[src/rtl/data_mem_access_unit.sv]
// Load/store initiator between the core and a word-addressed data memory.
// Sub-word stores use read-modify-write; sub-word loads are lane-selected and extended.
module data_mem_access_unit #(
    parameter int DATA_WIDTH = 32
) (
    input  logic                  clk,
    input  logic                  reset,
    input  logic                  req_i,
    input  logic                  we_i,
    input  logic [1:0]            size_i,
    input  logic                  unsigned_i,
    input  logic [DATA_WIDTH-1:0] addr_i,
    input  logic [DATA_WIDTH-1:0] wdata_i,
    output logic                  busy_o,
    output logic                  done_o,
    output logic                  err_o,
    output logic [DATA_WIDTH-1:0] rdata_o,
    output logic [DATA_WIDTH-1:0] mem_address_o,
    output logic [DATA_WIDTH-1:0] mem_write_data_o,
    output logic                  mem_write_o,
    output logic                  mem_read_o,
    input  logic [DATA_WIDTH-1:0] mem_data_i
);

    localparam logic [1:0] SZ_BYTE = 2'b00;
    localparam logic [1:0] SZ_HALF = 2'b01;
    localparam logic [1:0] SZ_WORD = 2'b10;

    typedef enum logic [2:0] {
        S_IDLE,
        S_ACCESS,
        S_WRITE,
        S_DONE,
        S_ERR
    } state_t;

    state_t                  r_state;
    state_t                  w_next;
    logic                    r_we;
    logic [1:0]              r_size;
    logic                    r_unsigned;
    logic [DATA_WIDTH-1:0]   r_addr;
    logic [DATA_WIDTH-1:0]   r_wdata;
    logic [DATA_WIDTH-1:0]   r_word;
    logic [DATA_WIDTH-1:0]   r_rdata;

    logic                    w_accept;
    logic                    w_misaligned;
    logic                    w_word_store;
    logic [DATA_WIDTH-1:0]   w_aligned_addr;
    logic [DATA_WIDTH-1:0]   w_wlane;
    logic [3:0]              w_lane_en;
    logic [DATA_WIDTH-1:0]   w_merged;
    logic [DATA_WIDTH-1:0]   w_shifted;
    logic [DATA_WIDTH-1:0]   w_load;

    assign w_accept     = (r_state == S_IDLE) && req_i;
    assign w_misaligned = (size_i == 2'b11)
                        || ((size_i == SZ_HALF) && addr_i[0])
                        || ((size_i == SZ_WORD) && (addr_i[1:0] != 2'b00));
    assign w_word_store   = r_we && (r_size == SZ_WORD);
    assign w_aligned_addr = {r_addr[DATA_WIDTH-1:2], 2'b00};

    // Store data replicated across every lane it could land in; the lane
    // enables then pick which bytes of the captured word get replaced.
    always_comb begin
        case (r_size)
            SZ_BYTE: w_wlane = {4{r_wdata[7:0]}};
            SZ_HALF: w_wlane = {2{r_wdata[15:0]}};
            default: w_wlane = r_wdata;
        endcase
    end

    genvar k;
    generate
        for (k = 0; k < 4; k++) begin : g_lane
            always_comb begin
                case (r_size)
                    SZ_BYTE: w_lane_en[k] = (r_addr[1:0] == 2'(k));
                    SZ_HALF: w_lane_en[k] = (r_addr[1] == 1'((k >> 1) & 1));
                    default: w_lane_en[k] = 1'b1;
                endcase
            end
            assign w_merged[8*k +: 8] = w_lane_en[k] ? w_wlane[8*k +: 8] : r_word[8*k +: 8];
        end
    endgenerate

    // Halfwords are 2-byte aligned here, so the byte shift also serves them.
    assign w_shifted = mem_data_i >> {r_addr[1:0], 3'b000};

    always_comb begin
        case (r_size)
            SZ_BYTE: w_load = r_unsigned ? {24'h0, w_shifted[7:0]}
                                         : {{24{w_shifted[7]}}, w_shifted[7:0]};
            SZ_HALF: w_load = r_unsigned ? {16'h0, w_shifted[15:0]}
                                         : {{16{w_shifted[15]}}, w_shifted[15:0]};
            default: w_load = mem_data_i;
        endcase
    end

    always_ff @(posedge clk or posedge reset) begin
        if (reset) begin
            r_state <= S_IDLE;
        end else begin
            r_state <= w_next;
        end
    end

    always_ff @(posedge clk or posedge reset) begin
        if (reset) begin
            r_we       <= 1'b0;
            r_size     <= 2'b00;
            r_unsigned <= 1'b0;
            r_addr     <= '0;
            r_wdata    <= '0;
            r_word     <= '0;
            r_rdata    <= '0;
        end else begin
            if (w_accept) begin
                r_we       <= we_i;
                r_size     <= size_i;
                r_unsigned <= unsigned_i;
                r_addr     <= addr_i;
                r_wdata    <= wdata_i;
                if (w_misaligned && !we_i) begin
                    r_rdata <= '0;
                end
            end
            if (r_state == S_ACCESS && !w_word_store) begin
                r_word <= mem_data_i;
                if (!r_we) begin
                    r_rdata <= w_load;
                end
            end
        end
    end

    always_comb begin
        w_next           = r_state;
        busy_o           = (r_state != S_IDLE);
        done_o           = 1'b0;
        err_o            = 1'b0;
        mem_read_o       = 1'b0;
        mem_write_o      = 1'b0;
        mem_address_o    = '0;
        mem_write_data_o = '0;
        case (r_state)
            S_IDLE: begin
                if (req_i) begin
                    w_next = w_misaligned ? S_ERR : S_ACCESS;
                end
            end
            S_ACCESS: begin
                mem_address_o = w_aligned_addr;
                if (w_word_store) begin
                    mem_write_o      = 1'b1;
                    mem_write_data_o = r_wdata;
                    w_next           = S_DONE;
                end else begin
                    mem_read_o = 1'b1;
                    w_next     = r_we ? S_WRITE : S_DONE;
                end
            end
            S_WRITE: begin
                mem_address_o    = w_aligned_addr;
                mem_write_o      = 1'b1;
                mem_write_data_o = w_merged;
                w_next           = S_DONE;
            end
            S_DONE: begin
                done_o = 1'b1;
                w_next = S_IDLE;
            end
            S_ERR: begin
                done_o = 1'b1;
                err_o  = 1'b1;
                w_next = S_IDLE;
            end
            default: w_next = S_IDLE;
        endcase
    end

    assign rdata_o = r_rdata;

endmodule
[config.mk]
export PLATFORM = sky130hd
export DESIGN_NAME = data_mem_access_unit
export DESIGN_NICKNAME = d
export VERILOG_FILES = /design/src/rtl/data_mem_access_unit.sv
export SDC_FILE = /design/constraint.sdc
export NUM_CORES = 1
export LEC_CHECK = 0
export CAP_MARGIN = 5
export CORE_UTILIZATION = 43
export DETAILED_ROUTE_END_ITERATION = 8
export GPL_ROUTABILITY_DRIVEN = 0
export PLACE_DENSITY_LB_ADDON = 0.12
export SYNTH_ARGS = -nofsm -noshare
export SYNTH_HDL_FRONTEND = slang
export SYNTH_SLANG_ARGS = --single-unit
export TNS_END_PERCENT = 10
[constraint.sdc]
create_clock -name clk -period 4.7 [get_ports clk]
set_clock_uncertainty 0.05 [all_clocks]
set_input_delay 1.175 -clock clk [delete_from_list [all_inputs] [get_ports clk]]
set_output_delay 1.175 -clock clk [all_outputs]
set_load 0.03 [all_outputs]
# Word level (Yosys, flattened, before mapping)
# Index checks and enable logic that the tools add are counted.
# word_totals
regBits	135
elab_cells	70
# classes
eq_ne	13
shift	1
n_mux	30
bitwise	1
reduce_logical	17
# ops
op	count
two-way mux 32 bit	8
case mux 32 bit (2 select lines)	3
two-way mux 8 bit	4
>> shifter 32 x 5 -> 16 bit	1
equality test 2 bit, second input constant	5
case mux 1 bit (2 select lines)	5
case mux 3 bit (3 select lines)	1
two-way mux 1 bit	7
equality test 2 x 1 -> 1 bit, second input constant	3
equality test 3 x 2 -> 1 bit, second input constant	2
logical AND 1 bit	6
two-way mux 3 bit	2
logical NOT 2 bit	2
OR reduction 2 bit	2
equality test 3 x 1 -> 1 bit, second input constant	1
equality test 3 bit, second input constant	1
logical NOT 3 bit	1
nonzero test 3 bit	1
logical NOT 1 bit	2
logical OR 1 bit	2
!= test 2 bit, second input constant	1
nonzero test 2 bit	1
NOT 1 bit	1

# Depth between registers and ports, before layout
# Gate-level depths: netlist of the first run.
# depth
word_depth	9
ltp_mapped	7
ltp_nobuf	4

# Worst setup path after synthesis of the first run
# OpenSTA, ideal clock, no wires.
# synth_path
kind	reg-to-output
startpoint	register r_addr[1]
endpoint	output mem_write_data_o[16]
t_arrival_ps	2110
required_time_ps	3475
setup_slack_ps	1365
stages_incl_launch_ff	8
path_buffers	4
path_cell_list	dfrtp_1 -> clkbuf_1 -> buf_2 -> buf_2 -> a21o_1 -> buf_2 -> mux2i_1 -> o21ai_0
# synth_via
elab_chain_len	4
# synth_lines
element	line	text
from (decl)	42	logic [DATA_WIDTH-1:0] r_addr;
from (signal assigned)	123	r_addr <= addr_i;
equality test 2 bit	79	SZ_BYTE: w_lane_en[k] = (r_addr[1:0] == 2'(k));
case mux 1 bit (2 select lines) *	78	case (r_size)
two-way mux 8 bit *	84	assign w_merged[8*k +: 8] = w_lane_en[k] ? w_wlane[8*k +: 8] : r_word[8*k +: 8];
case mux 32 bit (2 select lines) *	147	case (r_state)
to (decl)	19	output logic [DATA_WIDTH-1:0] mem_write_data_o,
# Every way passes the cells marked *; elsewhere a longest branch is shown, timed or not.

# Worst setup path after layout of the first run
# layout_path
startpoint	register r_state[1]
endpoint	output mem_write_data_o[30]
# layout_via
elab_chain_len	2
# layout_lines
element	line	text
from (decl)	37	state_t r_state;
from (signal assigned)	105	r_state <= w_next;
equality test 3 x 2 -> 1 bit or equality test 3 x 1 -> 1 bit (tied branches)	147	
case mux 32 bit (2 select lines) *	147	
# Marked as above.

==> results of run 1 <==
-- logic make-up after synthesis --
logic type | after synthesis
AOI/OAI and AO/OA | 117
other | 1
buffers and inverters | 60
DFF | 135
and+or+nand+nor | 121
muxes | 148
-- per-stage QoR --
stage                     hold WS (ps)  instances
after floorplan                    420        583
after global placement             427        964
after detailed placement           423        964
after CTS                          448        996
after global routing               468        996
final                              441        996
-- layout make-up --
type	count	area [µm²]	share of cell area [%]
timing repair buffer	215	2140	22.1
clock buffer	20	457	4.70
multi-input combinational	388	3240	33.4
sequential	135	3380	34.8
tap	211	264	2.72
inverter	15	60.1	0.618
clock inverter	12	173	1.78
-- worst paths after layout --
| check | from | endpoint | slack, ps | cells after the start |
|---|---|---|---|---|
| hold reg to reg | rdata_o[6]$_DFF_PP0_ | rdata_o[6]$_DFF_PP0_ | 440 | 1 |
| setup reg to reg | r_state[1]$_DFFE_PP0P_ | rdata_o[30]$_DFF_PP0_ | 2160 | 5 |
| setup / recovery | r_state[1]$_DFFE_PP0P_ | mem_write_data_o[30] | 210 | 5 |
| max in group asynchronous | reset | r_addr[3]$_DFFE_PP0N_ | 2510 | 3 |
| hold / removal | rdata_o[6]$_DFF_PP0_ | rdata_o[6]$_DFF_PP0_ | 440 | 1 |
| min in group asynchronous | reset | r_wdata[23]$_DFFE_PP0N_ | 1300 | 2 |
-- cell usage in the layout (no fill, tap or decap), types with 5 or more instances in the layout --
cell type	n
sky130_fd_sc_hd__inv_1	13
sky130_fd_sc_hd__a221o_1	23
sky130_fd_sc_hd__nor2_1	19
sky130_fd_sc_hd__a22oi_1	7
sky130_fd_sc_hd__dfrtp_1	135
sky130_fd_sc_hd__clkbuf_16	17
sky130_fd_sc_hd__buf_4	12
sky130_fd_sc_hd__o221a_2	8
sky130_fd_sc_hd__a2bb2oi_1	7
sky130_fd_sc_hd__o2bb2ai_1	7
sky130_fd_sc_hd__nand2_1	37
sky130_fd_sc_hd__nand2b_1	8
sky130_fd_sc_hd__a22o_1	9
sky130_fd_sc_hd__a21oi_1	5
sky130_fd_sc_hd__clkdlybuf4s50_1	201
sky130_fd_sc_hd__nor3_1	8
sky130_fd_sc_hd__mux2i_1	31
sky130_fd_sc_hd__and2_1	30
sky130_fd_sc_hd__mux2_2	116
sky130_fd_sc_hd__o211ai_1	5
sky130_fd_sc_hd__o21ai_0	32
-- power groups by stage --
stage	Combinational, mW	Clock, mW	Sequential (mW)
3_3_place_gp	4.11	0	2.24
6_report	4.17	1.42	2.26
5_1_grt	4.45	1.50	2.33
2_1_floorplan	2.67	0	2.22
3_5_place_dp	4.16	0	2.27
4_1_cts	4.20	1.45	2.25
-- state kept, by name, indices dropped and copies added (netlist names) --
register    count
r_addr         32
r_wdata        32
r_word         32
rdata_o        32
r_state         3
r_size          2
r_unsigned      1
r_we            1
-- worst max-delay path, stage by stage (launching register included) --
cell and delay [ps]:
sky130_fd_sc_hd__dfrtp_1 550, sky130_fd_sc_hd__or3b_2 700, sky130_fd_sc_hd__nor3b_1 630, sky130_fd_sc_hd__a22oi_1 190
sky130_fd_sc_hd__nand2_1 100, sky130_fd_sc_hd__clkdlybuf4s50_1 660
-- layer usage --
metal | track usage, % | wire [µm] | part of all wire [%] | vias to the layer above
li1 | - | - | - | 2514
met1 | 34.1 | 8840 | 42 | 2757
met2 | 43.6 | 10200 | 49 | 215
met3 | 6.72 | 1220 | 5.8 | 45
met4 | 12.2 | 680 | 3.3 | 0
met5 | 0 | 0 | 0 | -
==> results.md, run 1 <==
Status:
- The run finished with clean final reports.

Clocking:
- The H-tree was split into 4 levels.
- The TritonCTS clock tree is done.
- Clock-pin slew was measured on the worst setup and hold paths at about 60 ps.
- The later pin in the worst-skew pair is clocked with a latency of 420 ps.
- The tree is rooted in a sky130_fd_sc_hd__clkbuf_16.
- Counting along the longest clock path gives a buffer depth of 2.
- The count of cells resized by post-cts repair is 0.
- In this run, post-CTS hold repair placed 0 buffers.
- In this run the post-CTS setup repair buffer count came out at 0.
- For this design, the sink count on the clock tree is 135.
- The number of buffers created by CTS is 17.

Timing:
- After layout, the worst setup slack is approximately 210 ps.
- The time the final worst path needs with I/O delays and setup is between 4000 and 5000 ps.
- The slew at the pin closest to its max-slew limit is ~1300 ps.
- The headroom to the max-slew limit is roughly 15%.
- The number of setup violations in the final report is 0.
- The count of final hold-check violations came to 0.
- The worst path uses approximately 95% of the clock period.
- Setup repair after global routing left no endpoint under its margin.
- The timing-limited maximum frequency is 0.223 GHz.
- The final total negative setup slack is 0 ps.
- The final-report max-slew violation count came to 0.

Logic synthesis:
- The number of distinct standard cells referenced by the synthesized netlist is between 40 and 50.
- In the post-synthesis netlist, the cell with the most instances is sky130_fd_sc_hd__dfrtp_1.
- The share of flip-flops with an asynchronous set or reset is 100%.
- After Yosys synthesis, and, or, nand and nor cells account for under 10% of the synthesized area.
- Sorting the synthesized cells by area gives the leading types as sky130_fd_sc_hd__dfrtp_1 49%, sky130_fd_sc_hd__mux2_2 19%, sky130_fd_sc_hd__mux2i_1 4.5%.
- The top cell type by area accounts for around half of the synthesized area.
- The fraction of the yosys area taken by sequential cells is 49.3%.
- The combined area of all synthesized cells is 0.00685 mm².
- The compound-gate portion of the synthesized area is between 10% and 20%.
- In this run, synthesis produced a sequential element count of ~140.
- The average size of a mapped cell is ~12 µm².
- The mux share of post-synthesis cell area is 23.9%.
- Counting flops with a built-in enable in the synthesized netlist gives 0.
- The synthesized netlist devotes 0% of its cell area to adder and majority cells.
- Sorting the synthesized cells by how often they occur yields 135 x sky130_fd_sc_hd__dfrtp_1, 116 x sky130_fd_sc_hd__mux2_2, 37 x sky130_fd_sc_hd__nand2_1.
- The main combinational cell family by area after synthesis is multiplexers.
- For this run, the number of Yosys warnings is 0.
- The dominant register cell in the synthesized netlist is sky130_fd_sc_hd__dfrtp_1.
- After Yosys synthesis, XOR and XNOR cells account for 0% of the synthesized area.
- The largest total area in the synthesized netlist belongs to sky130_fd_sc_hd__dfrtp_1.
- The instance count of the mapped netlist is around 580.

Global routing:
- Entering global routing, the biggest net connects between 70 and 80 pins.
- The number of global-route vias before repair came to 5791.
- The initial antenna violation count is 0.
- The first global-routing pass estimated around 33000 µm of wire.
- Global routing used between 20% and 30% of the available tracks across all layers.
- The overall overflow remaining after global route is 0.

Power and ir drop:
- The power density over the cells is 808 mW/mm².
- In this run switching power makes up between 40% and 50% of total power.
- The combinational power share is between 50% and 60%.
- The maximum vdd ir drop is between 400 and 500 µV.
- The power dissipated by switching net loads is 3.22 mW.
- The leakage power figure is approximately 4 nW.
- The power share of the clock group is around 18%.
- The sequential power share is 28.8%.
- The total power of the final layout is a little under 8 mW.
- The internal power summed over all cells is ~4.6 mW.

Die:
- Measured along the x axis, the die boundary spans 128 µm.
- The die area is around 0.016 mm².
- The floorplan has 45 rows.
- The number of top-level pins is 204.
- Once the floorplan was initialized, standard cells occupied about 45% of the core.
- The total core area is between 0.015 and 0.02 mm².
- The y dimension of the die is around 130 µm.

Critical path:
- The type of the worst setup path is reg2out.
- For the worst setup path, the data arrival time is ~3300 ps.
- The kind of start point of the critical path is a register.
- In this run the worst path has a maximum fanout of 21.
- STA puts the critical path data required time at ~3500 ps.
- The kind of end point of the critical path is an output pin.

Cells and area:
- The number of antenna diodes in the final layout is 0.
- In the final design database the tool counted 875 nets.
- The post-route core utilization is a little over three fifths.
- Relative to the synthesized area, the layout overhead comes to 41.8%.
- After filler insertion, the fill cell instance count of the layout stands at 1220.
- The share of cells above drive strength 1 is 23.2%.
- The post-route cell area is roughly 0.0097 mm².

Drt:
- The routed layout has approximately 5.5k vias.
- The iteration-0 DRC count of the detailed router is 336.
- The overall routed net length is between 20000 and 25000 µm.
- The first detailed-routing pass took 5 iterations.
- The detail route stage leaves a number of antenna-violating nets equal to 0.
- The routed via count divided by cell count is about 5.6.
- In the final routed layout, each cell accounts on average for 21.0 µm.
- The number of DRC violations after detailed routing is 0.

Flow run:
- The count of maximum capacitance violations is 0.

Place:
- The standard cell area after detailed placement is 0.00908 mm².
- In this run the tool buffered the top-level ports with between 200 and 250 buffer cells.
- The HPWL after detailed placement is 15000 µm.
- Timing analysis after detailed placement gives a worst setup slack of slightly below 700 ps.

Min path:
- The type of the most critical hold path is reg2reg.
No activity file was read; power rests on OpenSTA's default activity.
==> run 2: changes to the inputs <==
--- a/config.mk
+++ b/config.mk
@@ -10,6 +10,7 @@
 export DETAILED_ROUTE_END_ITERATION = 8
 export GPL_ROUTABILITY_DRIVEN = 0
 export PLACE_DENSITY_LB_ADDON = 0.12
+export SLEW_MARGIN = 15
 export SYNTH_ARGS = -nofsm -noshare
 export SYNTH_HDL_FRONTEND = slang
 export SYNTH_SLANG_ARGS = --single-unit
==> run 2 against run 1 <==
Critical path depth unchanged. Core utilization up 0.13 points. Largest power group unchanged. Sequential cell count unchanged. Via count up 0.24%. Highest routed layer unchanged.
==> results.md, run 2 (same netlist as run 1, synthesis figures left out) <==
Status:
- Result of the run: complete, no violations (unchanged).

Global routing:
- The number of global-route vias before repair was 5791 (unchanged).
- The maximum number of pins on one net before global-route repair was 71 (unchanged).
- The overall overflow remaining after global route is 0 (unchanged).
- The initial antenna violation count is 0 (unchanged).
- The overall global routing resource usage is 27.0% (unchanged).
- The first-pass GRT wire length came to 32900 µm (unchanged).

Critical path:
- The required time of the worst setup path came to 3470 ps (about the same).
- Chain of cells forming the critical path: or3b_2 -> nor3b_1 -> a22oi_1 -> nand2_1 -> clkdlybuf4s50_1 (unchanged).
- The slowest stage cell on the critical path is sky130_fd_sc_hd__or3b_2 (unchanged).
- The critical path startpoint is r_state[1]$_DFFE_PP0P_ (unchanged).
- The launch point of the worst reg-to-reg path is r_state[1]$_DFFE_PP0P_ (unchanged).
- The data arrival time of the critical path is 3290 ps (was 3260 ps).
- The kind of start point of the critical path is a register (unchanged).
- The type of the worst setup path is reg2out (unchanged).
- The dominant delay contributor by cell family on the critical path is simple AND/OR/NAND/NOR gates (unchanged).
- The highest fanout seen on the critical path is 21 (unchanged).
- The depth of the most critical reg-to-reg path is 5 (unchanged).
- The reg2reg setup slack came to 2170 ps (was 2160 ps).
- The cell depth of the worst setup path is 5 (unchanged).
- The critical path's largest stage delay is 700 ps (about the same).
- The kind of end point of the critical path is an output pin (unchanged).
- The buffering stage count on the worst path with inverters included is 1 (unchanged).

Cells and area:
- The number of nets in the layout was 876 (was 875).
- The synthesis-to-layout area growth came to 42.1% (was 41.8%).
- The leading cell type in the layout, fill and taps excluded is sky130_fd_sc_hd__clkdlybuf4s50_1 (unchanged).
- The share of cells above drive strength 1 is 23.3% (was 23.2%).
- Most used cells in the layout excluding fill and tap cells: 201 x sky130_fd_sc_hd__clkdlybuf4s50_1, 135 x sky130_fd_sc_hd__dfrtp_1, 116 x sky130_fd_sc_hd__mux2_2 (unchanged).
- The post-layout instance count excluding filler cells is 997 (was 996).
- The final antenna diode count is 0 (unchanged).

Clocking:
- The clock input transition at the sequential cells of the worst setup and hold paths is 60 ps (about the same).
- The count of cells resized by post-cts repair is 0 (unchanged).
- The count of hold-fix buffers inserted at cts is 0 (unchanged).
- The number of buffers created by CTS came to 17 (unchanged).
- The TritonCTS clock tree is done (unchanged).
- The number of buffers between clock root and the deepest sink is 2 (unchanged).
- The clock insertion delay at the later pin of the skew report is 430 ps (was 420 ps).
- The count of clock tree sinks came to 135 (unchanged).
- The cell at the root of the clock tree is sky130_fd_sc_hd__clkbuf_16 (unchanged).
- The number of levels in the clock H-tree was 4 (unchanged).
- The setup fix buffers added after clock tree synthesis was 0 (unchanged).

Die:
- The number of top-level pins is 204 (unchanged).
- The y dimension of the die came to 128 µm (unchanged).
- The total core area came to 0.0154 mm² (unchanged).
- The starting density of the core came to 44.6% (unchanged).
- The row count is 45 (unchanged).
- The x dimension of the die is 128 µm (unchanged).
- The die area is 0.0164 mm² (unchanged).

Min path:
- The type of the most critical hold path was reg2reg (unchanged).
- The beginning of the worst hold path is rdata_o[6]$_DFF_PP0_ (unchanged).
- The hold-critical path depth is 1 (unchanged).

Place:
- The cell count after placement was 964 (unchanged).
- The sum of net half-perimeters after detailed placement is 15000 µm (unchanged).
- The count of buffers inserted at the top-level ports is 201 (unchanged).

Drt:
- The iteration-0 DRC count of the detailed router is 288 (was 336).
- The overall routed net length is 21000 µm (was 20900 µm).
- The routed via count was 5544 (was 5531).
- The routed via count divided by cell count is 5.56 (was 5.55).
- The count of TritonRoute iterations in the first routing pass is 5 (unchanged).
- The number of nets with antenna violations after routing is 0 (unchanged).
- The number of DRC violations after detailed routing is 0 (unchanged).
- The average detailed-routed wire length per instance is 21.1 µm (was 21.0 µm).

Power and ir drop:
- The leakage power figure is 4.06 nW (was 4.05 nW).
- The sequential power share is 28.8% (about the same).
- The maximum vdd ir drop is 457 µV (about the same).
- The power dissipated by switching net loads is 3.23 mW (was 3.22 mW).
- The internal power summed over all cells is 4.63 mW (about the same).
- The combinational power share came to 53.1% (about the same).
- The power density over the cells is 808 mW/mm² (about the same).
- The switching power as a share of total power is 41.1% (was 41.0%).
- The power share of the clock group was 18.1% (about the same).

Timing:
- The final total negative setup slack came to 0 ps (unchanged).
- The portion of the clock cycle consumed by the worst path in the final layout is 96.1% (was 95.5%).
- The final-report max-slew violation count is 0 (unchanged).
- The headroom to the max-slew limit is 37.0% (was 14.8%).
- The time the final worst path needs with I/O delays and setup is 4520 ps (was 4490 ps).
- The slew at the pin closest to its max-slew limit is 944 ps (was 1280 ps).
- The number of setup violations in the final report came to 0 (unchanged).
- RSZ-0062 raised after global routing: no (unchanged).
- The count of final hold-check violations is 0 (unchanged).
- The timing-limited maximum frequency is 0.221 GHz (was 0.223 GHz).

Flow run:
- The count of maximum capacitance violations is 0 (unchanged).
-- run 2: cell types whose count changed in the layout (fill, tap and decap cells not counted) --
cell	before	now
sky130_fd_sc_hd__buf_12	2	3
sky130_fd_sc_hd__and2_0	1	0
sky130_fd_sc_hd__and2_1	30	31
-- run 2: routing by layer --
layer / up-vias / track usage, % / routed length [µm]
li1: 2519 / - / -
met1: 2764 / 34.1 / 8820
met2: 225 / 43.6 / 10300
met3: 36 / 6.72 / 1270
met4: 0 / 12.2 / 603
met5: - / 0 / 0
-- run 2: path summary, 6_finish.rpt --
kind,to
worst max-delay path,mem_write_data_o[30]
worst min-delay path,rdata_o[6]$_DFF_PP0_
worst max register to register,rdata_o[18]$_DFF_PP0_
worst min register to register,rdata_o[6]$_DFF_PP0_
max in group asynchronous,r_addr[3]$_DFFE_PP0N_
min in group asynchronous,r_wdata[23]$_DFFE_PP0N_
-- run 2: metrics by stage --
stage          area, µm²  util [%]  total power [mW]  worst slack [ps]  hold WS [ps]
3_3_place_gp        9080      59.1              6.35               801           427
5_1_grt             9730      63.3              8.27              16.2           468
2_1_floorplan       6860         -              4.88              1360           420
6_report            9730      63.3              7.86               183           441
4_1_cts             9710      63.2              7.90               208           448
3_5_place_dp        9080      59.1              6.43               676           423
-- run 2: final cells by class --
cell class / count / area, µm²
clock buffers: 20 / 457
well taps: 211 / 264
multi-input cells: 388 / 3240
repair buffers: 216 / 2160
fillers: 1217 / 5640
flip-flops and latches: 135 / 3380
clock inverters: 12 / 173
inverters: 15 / 60.1
-- run 2: worst register-to-register path: stages, from the launching register on --
cell and delay (ps):
sky130_fd_sc_hd__dfrtp_1 500, sky130_fd_sc_hd__nor4b_4 310, sky130_fd_sc_hd__buf_4 230, sky130_fd_sc_hd__nand2_1 260
sky130_fd_sc_hd__nor4_4 890, sky130_fd_sc_hd__a221o_1 220
-- run 2: power groups by stage --
stage / clock, mW / sequential (mW) / combinational [mW]
floorplan: 0 / 2.22 / 2.67
global placement: 0 / 2.24 / 4.11
detailed placement: 0 / 2.27 / 4.16
CTS: 1.45 / 2.25 / 4.20
global route: 1.50 / 2.33 / 4.45
finish: 1.42 / 2.26 / 4.18
